==> src/rtl/c3lib_gray_wrptr_ctrl.sv <==
// c3lib_gray_wrptr_ctrl
// Write-side pointer controller for a dual-clock FIFO. It keeps the binary
// write pointer and a registered gray copy for export to the read domain. It
// decodes the synchronised gray read pointer into full, level and a sticky
// overflow flag.
// Optional feature macro: C3LIB_WRPTR_AFULL_EN adds a registered almost_full
// output, set when the post-push level reaches AFULL_THRESH.
module c3lib_gray_wrptr_ctrl #(
   parameter int ADDR_WIDTH   = 4,
   parameter int AFULL_THRESH = 12,
   localparam int PW          = ADDR_WIDTH + 1
) (
   input  logic          clk,
   input  logic          rst,
   input  logic          push_req,
   output logic          push_ack,
   output logic          wr_en,
   output logic [ADDR_WIDTH-1:0] wr_addr,
   output logic [PW-1:0] wr_ptr_gray,
   input  logic [PW-1:0] rd_ptr_gray_sync,
   output logic          full,
   output logic [PW-1:0] level,
   output logic          ovf_err
`ifdef C3LIB_WRPTR_AFULL_EN
   ,
   output logic          almost_full
`endif
);

   function automatic logic [PW-1:0] bin2gray(input logic [PW-1:0] b);
      return (b >> 1) ^ b;
   endfunction

   function automatic logic [PW-1:0] gray2bin(input logic [PW-1:0] g);
      logic [PW-1:0] b;
      b[PW-1] = g[PW-1];
      for (int i = PW - 2; i >= 0; i--) begin
         b[i] = b[i+1] ^ g[i];
      end
      return b;
   endfunction

   logic [PW-1:0] wbin;
   logic [PW-1:0] wbin_next;
   logic [PW-1:0] rbin;
   logic [PW-1:0] rd_gray_full_pat;

   // Read-pointer decode, occupancy, full detection and push acceptance.
   always_comb begin
      rbin             = gray2bin(rd_ptr_gray_sync);
      level            = wbin - rbin;
      // Full when the write pointer is a whole lap ahead. In gray code that
      // means the two top bits are inverted and the rest are equal.
      rd_gray_full_pat = {~rd_ptr_gray_sync[PW-1:PW-2], rd_ptr_gray_sync[PW-3:0]};
      full             = (wr_ptr_gray == rd_gray_full_pat);
      push_ack         = push_req & ~full;
      wr_en            = push_ack;
      wr_addr          = wbin[ADDR_WIDTH-1:0];
      wbin_next        = wbin + PW'(1);
   end

   // The binary and gray pointers advance on the same edge, so the exported
   // gray value changes one bit at a time and comes straight from a flop.
   // A push refused while full sets the sticky overflow flag.
   always_ff @(posedge clk or posedge rst) begin
      if (rst) begin
         wbin        <= '0;
         wr_ptr_gray <= '0;
         ovf_err     <= 1'b0;
      end else begin
         if (push_ack) begin
            wbin        <= wbin_next;
            wr_ptr_gray <= bin2gray(wbin_next);
         end
         if (push_req && full) begin
            ovf_err <= 1'b1;
         end
      end
   end

`ifdef C3LIB_WRPTR_AFULL_EN
   logic [PW-1:0] level_next;

   // Level as it will be after this cycle's push (if any).
   always_comb begin
      level_next = level + {{(PW-1){1'b0}}, push_ack};
   end

   // almost_full is registered, so it follows the post-push level one edge later.
   always_ff @(posedge clk or posedge rst) begin
      if (rst) begin
         almost_full <= 1'b0;
      end else begin
         almost_full <= (level_next >= PW'(AFULL_THRESH));
      end
   end
`else
   // The threshold has no function in this build.
   logic unused_afull_thresh;
   assign unused_afull_thresh = (AFULL_THRESH != 0);
`endif

endmodule
==> config.mk <==
export PLATFORM = sky130hd
export DESIGN_NAME = c3lib_gray_wrptr_ctrl
export DESIGN_NICKNAME = d
export VERILOG_FILES = /design/src/rtl/c3lib_gray_wrptr_ctrl.sv
export SDC_FILE = /design/constraint.sdc
export NUM_CORES = 1
export LEC_CHECK = 0
export CAP_MARGIN = 20
export CORE_MARGIN = 10
export CORE_UTILIZATION = 45
export CTS_BUF_LIST = sky130_fd_sc_hd__clkbuf_4 sky130_fd_sc_hd__clkbuf_8
export DETAILED_ROUTE_END_ITERATION = 16
export DONT_BUFFER_PORTS = 1
export PLACE_DENSITY = 0.62
export SLEW_MARGIN = 20
export SYNTH_ARGS = -nofsm -noshare
export SYNTH_HDL_FRONTEND = slang
export SYNTH_SLANG_ARGS = --single-unit
==> constraint.sdc <==
create_clock -name clk -period 5.7 [get_ports clk]
set_input_delay 1.71 -clock clk [delete_from_list [all_inputs] [get_ports clk]]
set_output_delay 1.71 -clock clk [all_outputs]
set_load 0.005 [all_outputs]
======== Word level (Yosys, flattened, before mapping) ========
Cells that the tools add are included.
storage, ports and cells
  logic and storage cells ................. 15
  output and inout bits ................... 18
  register bits after elaboration ......... 11
cells by class
  add/sub/neg operators ................... 2
  reduce and logical (&&, ||, !) cells .... 1
  equality and inequality tests ........... 1
  bitwise logic cells ..................... 8
operators by type and width
  cell                   number
  $add A5 B1 Y5 const B  1
  $eq A5 B5 Y1           1
  $sub A5 B5 Y5          1
  $xor A4 B5 Y5          1
  $xor A1 B1 Y1          4
  $not A2 Y2             1
  $and A1 B1 Y1          1
  $logic_and A1 B1 Y1    1
  $not A1 Y1             1

======== Longest topological paths before layout ========
Gate-level depths: netlist of run 1.
  depth after elaboration ................. 5
  depth in mapped cells ................... 10
  mapped depth without buffers ............ 10

======== Worst setup path after synthesis of run 1 ========
Ideal clock, no wire load.
  path type ............................... input to output
  from .................................... in rd_ptr_gray_sync[4]
  to ...................................... out level[4]
  arrival time ............................ 3,361 ps
  slack ................................... 629 ps
  buffers on the path ..................... 0
  required time ........................... 3,990 ps
  stages .................................. 10
  path through ............................ xnor2_2 > xor2_2 > xor2_2 > xnor2_1 > ha_1 > fa_1 > inv_1 > a21o_1 > a21oi_1 > xnor2_1
between the ends
  word-level cells in the longest chain between the ends .. 5
RTL lines
  what                         RTL line  RTL
  start, declared              20        input logic [PW-1:0] rd_ptr_gray_sync,
  $xor A1 B1 Y1 (4 in series)  38        b[i] = b[i+1] ^ g[i];
  $sub A5 B5 Y5 *              51        level = wbin - rbin;
  end, declared                22        output logic [PW-1:0] level,
Every way passes the cells marked *; elsewhere a longest branch is shown, timed or not.

======== Worst setup path after layout of run 1 ========
Ends and elaborated chain as after synthesis.

==> run metrics, run 1 <==
Place WS roughly 0.43 ns; max cap viols 0; Power Density 645.4 nW/µm²; vias in the first global route 491; Core Area 1577 µm²; area growth from synthesis to layout 5.769%; # setup viols final 0; Hold Path Class reg2reg; setup bufs post-CTS 0; Initial DRT Pass Iterations 3; worst path cell trace xnor2_2 -> xor2_2 -> xor2_2 -> xnor2_1 -> ha_1 -> fa_1 -> inv_1 -> a21o_1 -> a21oi_1 -> xnor2_1; Mapped Cells 72; met2 wire length 712 µm; main area contributors after synthesis dfrtp_1, xnor2_1, ha_1; Bufs on Longest Clock Path 2; GP Congestion 0.7203; die width 61.66 µm; Synthesized Nets 86; IO Count 26; worst-path fanout max 3; post-DR wirelength/cell 17.09 µm; Unique masters post-synth 23; CP Class in2out; Final ANT Viol Nets 0; Synth top area share 32.05%; Slowest cell on crit path fa_1; CP required about 4.0 ns; H-Tree Depth 1; Hold Fails Final Rpt 0; worst skew pair latency 0.28 ns; clock slew at reported path FFs 0.07 ns; full die area 3801 µm²; crit path launch type input pin; Period minus WS final 5.218 ns; gr usage total 8.656%; diode count 0; Worst Setup Slack, final 0.4822 ns; first-pass GRT wire length 2.373 mm; Final #Nets 89; share of cells above drive strength 1 18.92%; final hold slack roughly 0.5 ns; clk root buf clkbuf_4; met3 routed WL 206 µm; Vias approximately 500; largest net degree at the start of global routing 11; register area 250.2 µm²; status completed; CTS Hold Bufs 0; Yosys top cell by area dfrtp_1; TritonCTS clock tree yes; DRC viols 0; syn avg cell area 10.84 µm²; vias per cell ~5.5; Synth Register Bits 10; Ys Warns 0; routed wire length 1.538 mm; CP arrival 3.51 ns; DRC marker count from the first detailed-route iteration 8; clock sinks 10; Fillers 153; antenna violations before repair 0; HPWL Detailed 1.268 mm; worst vdd ir 0.2562 mV; worst-margin pin slew 0.3722 ns; Seq/Total Area, Yosys 32.05%; setup TNS 0 ns; Port Buf Inserts 0; CP max stage delay ~0.42 ns; Mapped Area between 700 and 800 µm²; total CTS buffers 3; RSZ-0062 raised after global routing false; top layer used by detailed routing met4; CP delay by family, top XOR/XNOR gates; Core Util, Final 52.38%; Worst Setup End Kind output port; Post-CTS Resized 0; fmax between 0.15 and 0.2 GHz; LEAKAGE 0.3887 nW; Fin Clk Skew 0.006553 ns; Rows 14; gr ovfl total 0; Max Transition Viols Final 0; Final Cycle Share 91.54%; Initial Util roughly half; DIE HEIGHT 61.66 µm; area of the multi-input gates between 400 and 500 µm²; CP bufs+invs 1; met1 WL between 500 and 600 µm; Worst slew margin 75.16%
[cell usage after synthesis, drive strengths merged]
library cell / count
fa: 1
o21ai: 2
and3: 2
clkbuf: 1
mux2: 5
xnor2: 16
inv: 10
ha: 5
a21oi: 2
o211a: 1
a21o: 3
dfrtp: 10
nand4: 2
xor2: 6
buf: 1
a21boi: 1
o211ai: 2
o22ai: 1
nor2: 1
[worst paths after layout]
check | slack [ns] | startpoint | cells after the start | endpoint
max in group asynchronous | 4.14 | rst | 1 | wr_ptr_gray[0]
min in group asynchronous | 1.29 | rst | 1 | wr_ptr_gray[3]
min | 0.49 | ovf_err | 1 | ovf_err
min reg2reg | 0.49 | ovf_err | 1 | ovf_err
max | 0.48 | rd_ptr_gray_sync[4] | 10 | level[4]
max reg2reg | 4.05 | wr_ptr_gray[0] | 4 | wbin[1]
[per-stage QoR]
stage	power [W]	instances	cell area, µm²
2_1_floorplan	0.0004211	72	780.7
3_3_place_gp	0.0004712	86	789.5
3_5_place_dp	0.0004775	86	789.5
4_1_cts	0.0005456	90	825.8
5_1_grt	0.0005831	90	825.8
6_report	0.0005330	90	825.8
[flip-flops by register name, summed over array words and instances (netlist names)]
name,cells
ovf_err,1
wr_ptr_gray,5
wbin,4
[cells by family after synthesis]
kind of cell | Yosys count | synth area share (%)
compound gates | 12 | 11.86
xor+xnor | 22 | 27.56
fa+ha+maj | 6 | 10.58
buf+inv | 12 | 6.250
flops | 10 | 32.05
mux | 5 | 7.211
simple gates | 5 | 4.487
[power breakdown]
group          internal, W  switching [W]
combinational     0.000156       0.000136
clock            0.0000389      0.0000264
sequential        0.000110      0.0000663
[cell usage in the layout, fill, tap and decap left out, types with 2 or more instances in the layout]
cell | synthesis | routed
xnor2_1 | 15 | 15
xor2_2 | 2 | 2
dfrtp_1 | 10 | 10
and3_1 | 2 | 2
o211ai_1 | 2 | 2
inv_1 | 10 | 10
mux2_2 | 5 | 5
a21o_1 | 3 | 3
a21oi_1 | 2 | 2
clkbuf_4 | 0 | 3
ha_1 | 5 | 5
xor2_1 | 4 | 4
[final cells by class]
cell class	instances	area share [%]
Sequential cell	10	30.30
Multi-Input combinational cell	50	58.33
Inverter	10	4.545
Clock buffer	4	4.394
Tap cell	16	2.424
[layer usage]
layer | track usage [%] | vias to the layer above
met3 | 5.144 | 5
met1 | 8.118 | 233
met4 | 6.688 | 0
met5 | 0 | -
li1 | - | 243
met2 | 13.62 | 18
Power figures use the tool's default switching activity.
==> inputs of run 2 (changes only) <==
--- a/config.mk
+++ b/config.mk
@@ -11,7 +11,6 @@
 export CTS_BUF_LIST = sky130_fd_sc_hd__clkbuf_4 sky130_fd_sc_hd__clkbuf_8
 export DETAILED_ROUTE_END_ITERATION = 16
 export DONT_BUFFER_PORTS = 1
-export PLACE_DENSITY = 0.62
 export SLEW_MARGIN = 20
 export SYNTH_ARGS = -nofsm -noshare
 export SYNTH_HDL_FRONTEND = slang
==> run metrics, run 2 (synthesis results as in run 1) <==
# setup viols final 0 (unchanged); Worst Setup EP level[4]; commonest non-fill, non-tap cell in the layout xnor2_1; vias in the first global route 531 (+8.1%); worst reg2reg startpoint wr_ptr_gray[3]; setup bufs post-CTS 0 (unchanged); Reg2Reg Depth 4 (unchanged); Slowest cell on crit path fa_1; HPWL Detailed 1.330 mm (+4.9%); die width 61.66 µm (unchanged); most frequent cells in the layout xnor2_1, inv_1, dfrtp_1, mux2_2, ha_1; diode count 0 (unchanged); first-pass GRT wire length 2.587 mm (+9.0%); Hold Path Class reg2reg; Vias 515 (+3.2%); total CTS buffers 3 (unchanged); Final Cycle Share 91.41% (-0.13 points); routed wire length 1.636 mm (+6.4%); setup TNS 0 ns (unchanged); Period minus WS final 5.210 ns (-0.007427 ns); Hold Fails Final Rpt 0 (unchanged); Power Density 648.6 nW/µm² (+0.49%); clock slew at reported path FFs 0.07 ns (about the same); Final #Nets 89 (unchanged); final hold slack 0.5012 ns (+0.01323 ns); Max Transition Viols Final 0 (unchanged); R2R setup slack 4.02 ns (-0.03 ns); status completed; Rows 14 (unchanged); worst-path fanout max 3 (unchanged); Final ANT Viol Nets 0 (unchanged); CP bufs+invs 1 (unchanged); fmax 0.1919 GHz (+0.14%); crit path launch type input pin; antenna violations before repair 0 (unchanged); Placed Cells 86 (unchanged); DRC marker count from the first detailed-route iteration 6 (-2); worst r2r dst wr_ptr_gray[0]; worst vdd ir 0.2573 mV (+0.43%); CP delay by family, top XOR/XNOR gates; max reg flops 5 (unchanged); Core Area 1577 µm² (unchanged); Initial DRT Pass Iterations 2 (-1); Port Buf Inserts 0 (unchanged); gr ovfl total 0 (unchanged); CP max stage delay 0.42 ns (about the same); Post-CTS Resized 0 (unchanged); LEAKAGE 0.3887 nW (unchanged); met2 wire length 790 µm (+11%); Biggest register wr_ptr_gray; DRC viols 0 (unchanged); top layer used by detailed routing met4; Fillers 153 (unchanged); vias per cell 5.722 (+3.2%); DIE HEIGHT 61.66 µm (unchanged); worst-margin pin slew 0.3997 ns (+0.02749 ns); CP arrival 3.50 ns (about the same); CTS Hold Bufs 0 (unchanged); Bufs on Longest Clock Path 2 (unchanged); post-DR wirelength/cell 18.18 µm (+6.4%); largest net degree at the start of global routing 11 (unchanged); worst skew pair latency 0.26 ns (-0.02 ns); GP Congestion 0.7141 (-0.86%); largest registers wr_ptr_gray x5, wbin x4, ovf_err x1; register area 250.2 µm² (unchanged); Fin Clk Skew 0.002195 ns (-0.004358 ns); worst path cell trace xnor2_2 -> xor2_2 -> xor2_2 -> xnor2_1 -> ha_1 -> fa_1 -> inv_1 -> a21o_1 -> a21oi_1 -> xnor2_1; Initial Util 49.52% (unchanged); Worst Setup End Kind output port; full die area 3801 µm² (unchanged); Levels on crit path 10 (unchanged); TritonCTS clock tree yes; IO Count 26 (unchanged); RSZ-0062 raised after global routing false; met1 WL 613 µm (+6.4%); share of cells above drive strength 1 18.92% (unchanged); H-Tree Depth 1 (unchanged); max cap viols 0 (unchanged); area of the multi-input gates 481.7 µm² (unchanged); worst setup path start rd_ptr_gray_sync[4]; CP Class in2out; area growth from synthesis to layout 5.769% (unchanged); Worst slew margin 73.32% (-1.8 points); met3 routed WL 193 µm (-6.3%); clock sinks 10 (unchanged); fin cells 90 (unchanged); CP required 3.99 ns (about the same); clk root buf clkbuf_4; gr usage total 9.333% (+0.68 points)
run 2: through the flow:
stage	setup slack, ns	instance area [µm²]	power [W]	utilization (%)
after global placement	0.4732	789.5	0.0004709	50.08
after CTS	0.4506	825.8	0.0005482	52.38
after floorplan	0.6294	780.7	0.0004211	-
after detailed placement	0.4523	789.5	0.0004801	50.08
after global routing	0.3279	825.8	0.0005888	52.38
final	0.4896	825.8	0.0005356	52.38
run 2: layout make-up:
cell class              count  share of cell area (%)
inverters                  10                   4.545
multi-input cells          50                   58.33
flip-flops and latches     10                   30.30
well taps                  16                   2.424
clock buffers               4                   4.394
run 2: worst min-delay path by stage:
stage	end	slack, ns	start	cells past startpoint
4_1_cts	ovf_err	0.51	ovf_err	1
5_1_grt	ovf_err	0.53	ovf_err	1
3_5_place_dp	ovf_err	0.49	ovf_err	1
6_report	ovf_err	0.50	ovf_err	1
3_3_place_gp	ovf_err	0.49	ovf_err	1
2_1_floorplan	ovf_err	0.45	ovf_err	1
run 2: worst register-to-register path, delay by kind of cell (launching register included):
| family | cells | cell delay [ns] |
|---|---|---|
| mux | 1 | 0.38 |
| flops | 1 | 0.43 |
| xor+xnor | 1 | 0.23 |
| compound gates | 1 | 0.32 |
| simple gates | 1 | 0.21 |
run 2: per-layer routing:
metal  vias up  track usage, %
met5         -               0
met1       247           9.209
met2        20           15.08
met3         6           5.144
met4         0           5.732
li1        242               -
run 2: power by group:
group,switching (W),total (W),leakage (nW),internal (W)
clock,0.0000245,0.0000633,0.0210,0.0000388
combinational,0.000141,0.000296,0.250,0.000155
sequential,0.0000666,0.000176,0.117,0.000110
==> inputs of run 3 (changes only) <==
--- a/config.mk
+++ b/config.mk
@@ -5,12 +5,13 @@
 export SDC_FILE = /design/constraint.sdc
 export NUM_CORES = 1
 export LEC_CHECK = 0
-export CAP_MARGIN = 20
+export CAP_MARGIN = 15
 export CORE_MARGIN = 10
 export CORE_UTILIZATION = 45
 export CTS_BUF_LIST = sky130_fd_sc_hd__clkbuf_4 sky130_fd_sc_hd__clkbuf_8
 export DETAILED_ROUTE_END_ITERATION = 16
 export DONT_BUFFER_PORTS = 1
+export SKIP_LAST_GASP = 1
 export SLEW_MARGIN = 20
 export SYNTH_ARGS = -nofsm -noshare
 export SYNTH_HDL_FRONTEND = slang
==> results of run 3 <==
Final layout, timing and power as in run 2 (identical DEF).
